[config.mk]
export PLATFORM = sky130hd
export DESIGN_NAME = lzc_iter
export DESIGN_NICKNAME = d
export VERILOG_FILES = /design/src/rtl/lzc_iter.sv
export SDC_FILE = /design/constraint.sdc
export NUM_CORES = 1
export LEC_CHECK = 0
export ABC_CLOCK_PERIOD_IN_PS = 1700
export BUFFER_PORTS_ARGS = -buffer_cell sky130_fd_sc_hd__buf_2
export CAP_MARGIN = 20
export CORE_ASPECT_RATIO = 1.1
export CORE_MARGIN = 1.5
export CORE_UTILIZATION = 50
export DETAILED_ROUTE_END_ITERATION = 10
export GPL_TIMING_DRIVEN = 0
export PLACE_DENSITY = 0.82
export RECOVER_POWER = 50
export SYNTH_ARGS = -nofsm -noshare
export SYNTH_HDL_FRONTEND = slang
export SYNTH_SLANG_ARGS = --single-unit
[constraint.sdc]
create_clock -name clk -period 1.7 [get_ports clk]
set_input_delay 0.17 -clock clk [delete_from_list [all_inputs] [get_ports clk]]
set_output_delay 0.17 -clock clk [all_outputs]
set_load 0.02 [all_outputs]
[src/rtl/lzc_iter.sv]
// lzc_iter: iterative leading/trailing-zero counter.
// Scans a WIDTH-bit word CHUNK bits per cycle, starting at the MSB end, and
// stops at the first non-zero chunk. Trailing-zero requests are turned into
// leading-zero scans by bit-reversing the word when it is accepted.
// valid/ready handshakes on both sides; one word in flight at a time.
module lzc_iter #(
  parameter int WIDTH = 32,
  parameter int CHUNK = 8
) (
  input  logic                       clk,
  input  logic                       rst_n,
  input  logic                       in_valid,
  output logic                       in_ready,
  input  logic [WIDTH-1:0]           in_data,
  input  logic                       in_mode,
  output logic                       out_valid,
  input  logic                       out_ready,
  output logic [$clog2(WIDTH+1)-1:0] out_count,
  output logic                       out_zero
);

  localparam int CW     = $clog2(WIDTH + 1);
  localparam int NCHUNK = WIDTH / CHUNK;
  localparam int IW     = (NCHUNK > 1) ? $clog2(NCHUNK) : 1;

  localparam logic [1:0] S_IDLE = 2'd0;
  localparam logic [1:0] S_SCAN = 2'd1;
  localparam logic [1:0] S_DONE = 2'd2;

  logic [1:0]       state;
  logic [WIDTH-1:0] sr;
  logic [CW-1:0]    count;
  logic [IW-1:0]    idx;

  logic [WIDTH-1:0] in_rev;
  logic [CHUNK-1:0] chunk;
  logic [CW-1:0]    chunk_lz;

  // Handshake outputs decode directly from the registered state.
  assign in_ready  = (state == S_IDLE);
  assign out_valid = (state == S_DONE);

  // Bit-reversed copy of the input, used for trailing-zero requests.
  always_comb begin
    in_rev = '0;
    for (int i = 0; i < WIDTH; i++) begin
      in_rev[i] = in_data[WIDTH-1-i];
    end
  end

  assign chunk = sr[WIDTH-1 -: CHUNK];

  // Priority encoder: leading zeros of the top chunk (only used when non-zero).
  always_comb begin
    // NOTE: default assignment first, so no path leaves chunk_lz unassigned (no latch).
    chunk_lz = '0;
    for (int i = 0; i < CHUNK; i++) begin
      if (chunk[i]) begin
        chunk_lz = CW'(CHUNK - 1 - i);
      end
    end
  end

  // Control FSM and datapath registers.
  always_ff @(posedge clk or negedge rst_n) begin
    if (!rst_n) begin
      // NOTE: non-blocking assignments throughout, so every register updates from pre-edge values.
      state     <= S_IDLE;
      sr        <= '0;
      count     <= '0;
      idx       <= '0;
      out_count <= '0;
      out_zero  <= 1'b0;
    end else begin
      case (state)
        S_IDLE: begin
          if (in_valid) begin
            sr    <= in_mode ? in_rev : in_data;
            count <= '0;
            idx   <= '0;
            state <= S_SCAN;
          end
        end

        S_SCAN: begin
          if (chunk == '0) begin
            count <= count + CW'(CHUNK);
            sr    <= sr << CHUNK;
            idx   <= idx + IW'(1);
            if (idx == IW'(NCHUNK - 1)) begin
              out_count <= CW'(WIDTH);
              out_zero  <= 1'b1;
              state     <= S_DONE;
            end
          end else begin
            out_count <= count + chunk_lz;
            out_zero  <= 1'b0;
            state     <= S_DONE;
          end
        end

        S_DONE: begin
          if (out_ready) begin
            state <= S_IDLE;
          end
        end

        default: state <= S_IDLE;
      endcase
    end
  end

endmodule

==> flow_summary.toml <==
[timing]
finalCritPeriodShare_pct = 101
worst_slew_pin_slew_ps = 917
finalCriticalPeriod_ps = 1720
max-slew-margin-rel_pct = 38.8
skew_ps = 5.38
slew_viol_final = 0
rsz0062_at_grt = "true"
fin_ws_ps = -17.8
final-setup-viol-count = 5
max_freq_mhz = 582
holdWs_ps = 59.7
tns_ps = -54.8
hold_violations = 0

[global_route]
grt_max_degree = 47
antenna_found_initial = 0
grtUsageTotal_pct = 23.5
grt_pass1_wl_um = 10000
grt-ovfl-total = 0
grt_pass1_vias = 2140

[cells_and_area]
layout_commonest_cell = "buf_2"
diodes = 0
final_cells = 384
layout.nets = 367
fill_cells = 411
most-common-layout-cells = "buf_2, dfrtp_1, nand2_1, mux2i_1, a21oi_1"
final_util_pct = 62.5
synthToLayoutAreaGrowth_pct = 18.8
drive_gt1_share_pct = 25.3
final_cell_area_um2 = 2950

[yosys]
synth-seq-cells = 46
synthCells = 272
async_reset_ff_share_pct = 100
synth_cell_types = 34
ys_warn_count = 0
synth-edff-count = 0
seq_area_frac_synth_pct = 46.4
synth_area_um2 = 2480
syn_avg_cell_area_um2 = 9.12
ys.flop_type = "dfrtp_1"
synth_fp_nets = 312

[power]
power_density_nw_per_um2 = 1530
peakVddDrop_mv = 0.642
leakage_nw = 1.46
power.total_mw = 4.50

[detailed_routing]
post_drt_wl_per_cell_um = 15.1
vias = 2183
wl_um = 5800
drc_errors = 0
dr.pass1.iters = 4
ant_nets = 0
via_per_inst = 5.68
drt_iter0_markers = 104

[critical_path]
required_ps = 1940
crit_fanout = 5
cp-startpoint = "sr[28]$_DFFE_PN0P_"
end_kind = "flip-flop"
worstReg2RegStart = "sr[28]$_DFFE_PN0P_"
cp_data_arrival_time_ps = 1960
ff2ff_setup_slack_ps = -20
worstSetupPathType = "reg2reg"
start_kind = "flip-flop"

[die]
rows = 26
io_pins = 46
die_y_um = 76.9
dieArea_um2 = 5390
initial_core_util_pct = 52.6
core_um2 = 4720
chipWidth_um = 70.2

[clock_network]
cts-root-buf = "clkbuf_8"
numCtsBuffers = 5
clk_pin_slew_ps = 80
cts_tree = "done"
cts_buffer_depth = 2
cts.sinks = 46
clk_latency_ps = 310
htree_num_levels = 2

[min_path]
hold_class = "in2reg"
worst_hold_startpoint = "out_ready"

[place]
portBuffers = 44
gp_congestion = 0.862
placed_cell_area_um2 = 2770
placed_cells = 372
place_ws_ps = -81.3
hpwl_um = 4260

[job]
maxCapViolCount = 0

[run_status]
violations = "negative setup slack"
run_status = "finished with violations"
## path summary, 6_finish.rpt
kind                                                 end  depth (start not counted)
worst min-delay path                state[1]$_DFFE_PN0P_                          2
max in group asynchronous             sr[30]$_DFFE_PN0P_                          3
worst max-delay path            out_count[0]$_DFFE_PN0P_                          4
min in group asynchronous           count[3]$_DFFE_PN0P_                          2
worst min register to register      count[5]$_DFFE_PN0P_                          1
worst max register to register  out_count[0]$_DFFE_PN0P_                          4
## flip-flops by register name (all words and copies together), names as in the netlist
| signal | count |
|---|---|
| out_zero | 1 |
| idx | 2 |
| count | 3 |
| out_count | 6 |
| sr | 32 |
| state | 2 |
## routing by layer
metal | global-route usage, % | wire length [µm]
met1 | 29.8 | 2400
met2 | 39.7 | 2960
met3 | 4.73 | 280
met4 | 8.27 | 162
met5 | 0 | 0
## report_power, final
group	internal (mW)	total, mW	switching, mW	leakage (nW)
Clock	0.328	0.694	0.366	0.0482
Combinational	0.750	1.88	1.13	0.829
Sequential	1.55	1.93	0.381	0.581
Total	2.62	4.50	1.88	1.46
## final cells by class
| class | instances | area [µm²] | area share, % |
|---|---|---|---|
| Buffer | 17 | 91.3 | 3.10 |
| Inverter | 5 | 18.8 | 0.637 |
| Clock inverter | 1 | 5.00 | 0.170 |
| Multi-Input combinational cell | 204 | 1270 | 43.1 |
| Sequential cell | 46 | 1150 | 39.2 |
| Timing Repair Buffer | 48 | 253 | 8.58 |
| Clock buffer | 7 | 86.3 | 2.93 |
| Tap cell | 56 | 70.1 | 2.38 |
## Yosys cell counts (2+ instances only)
| cell | instances | area share [%] |
|---|---|---|
| nor2_1 | 28 | 4.2 |
| buf_2 | 5 | 1.0 |
| nor4_2 | 2 | 1.0 |
| clkbuf_1 | 8 | 1.2 |
| a21oi_1 | 29 | 5.9 |
| a22o_1 | 2 | 0.71 |
| o21ai_0 | 27 | 5.4 |
| nand2b_1 | 3 | 0.76 |
| buf_1 | 2 | 0.30 |
| o21ai_1 | 6 | 1.2 |
| or4_4 | 2 | 0.91 |
| mux2i_1 | 33 | 13 |
| nor3_1 | 3 | 0.61 |
| inv_1 | 5 | 0.76 |
| nand2_1 | 44 | 6.7 |
| ha_1 | 3 | 1.5 |
| dfrtp_1 | 46 | 46 |
| o22ai_1 | 8 | 2.0 |
## worst max-delay path: stages, from the launching register on
cell	delay, ps
dfrtp_2	450
or4_4	610
o31ai_4	320
buf_6	150
a32o_1	110
## cells by family after synthesis
| kind of cell | count (synthesis) | synth area share [%] |
|---|---|---|
| multiplexers | 33 | 13.3 |
| buffers and inverters | 22 | 4.04 |
| other | 1 | 0.151 |
| AND/OR/NAND/NOR | 89 | 16.3 |
| AO/OA/AOI/OAI | 78 | 18.2 |
| adder cells (fa/ha/maj) | 3 | 1.51 |
| flip-flops | 46 | 46.4 |
## timing repair
item / 4_1_cts / 5_1_grt
endpoints found under the setup margin: 24 / 43
resized for setup: 7 / 19
hold buffers: 0 / 1
hold endpoints to repair: 0 / 46
pin swaps: 4 / 5
setup buffers: 1 / 1
No activity file was read; power rests on OpenSTA's default activity.
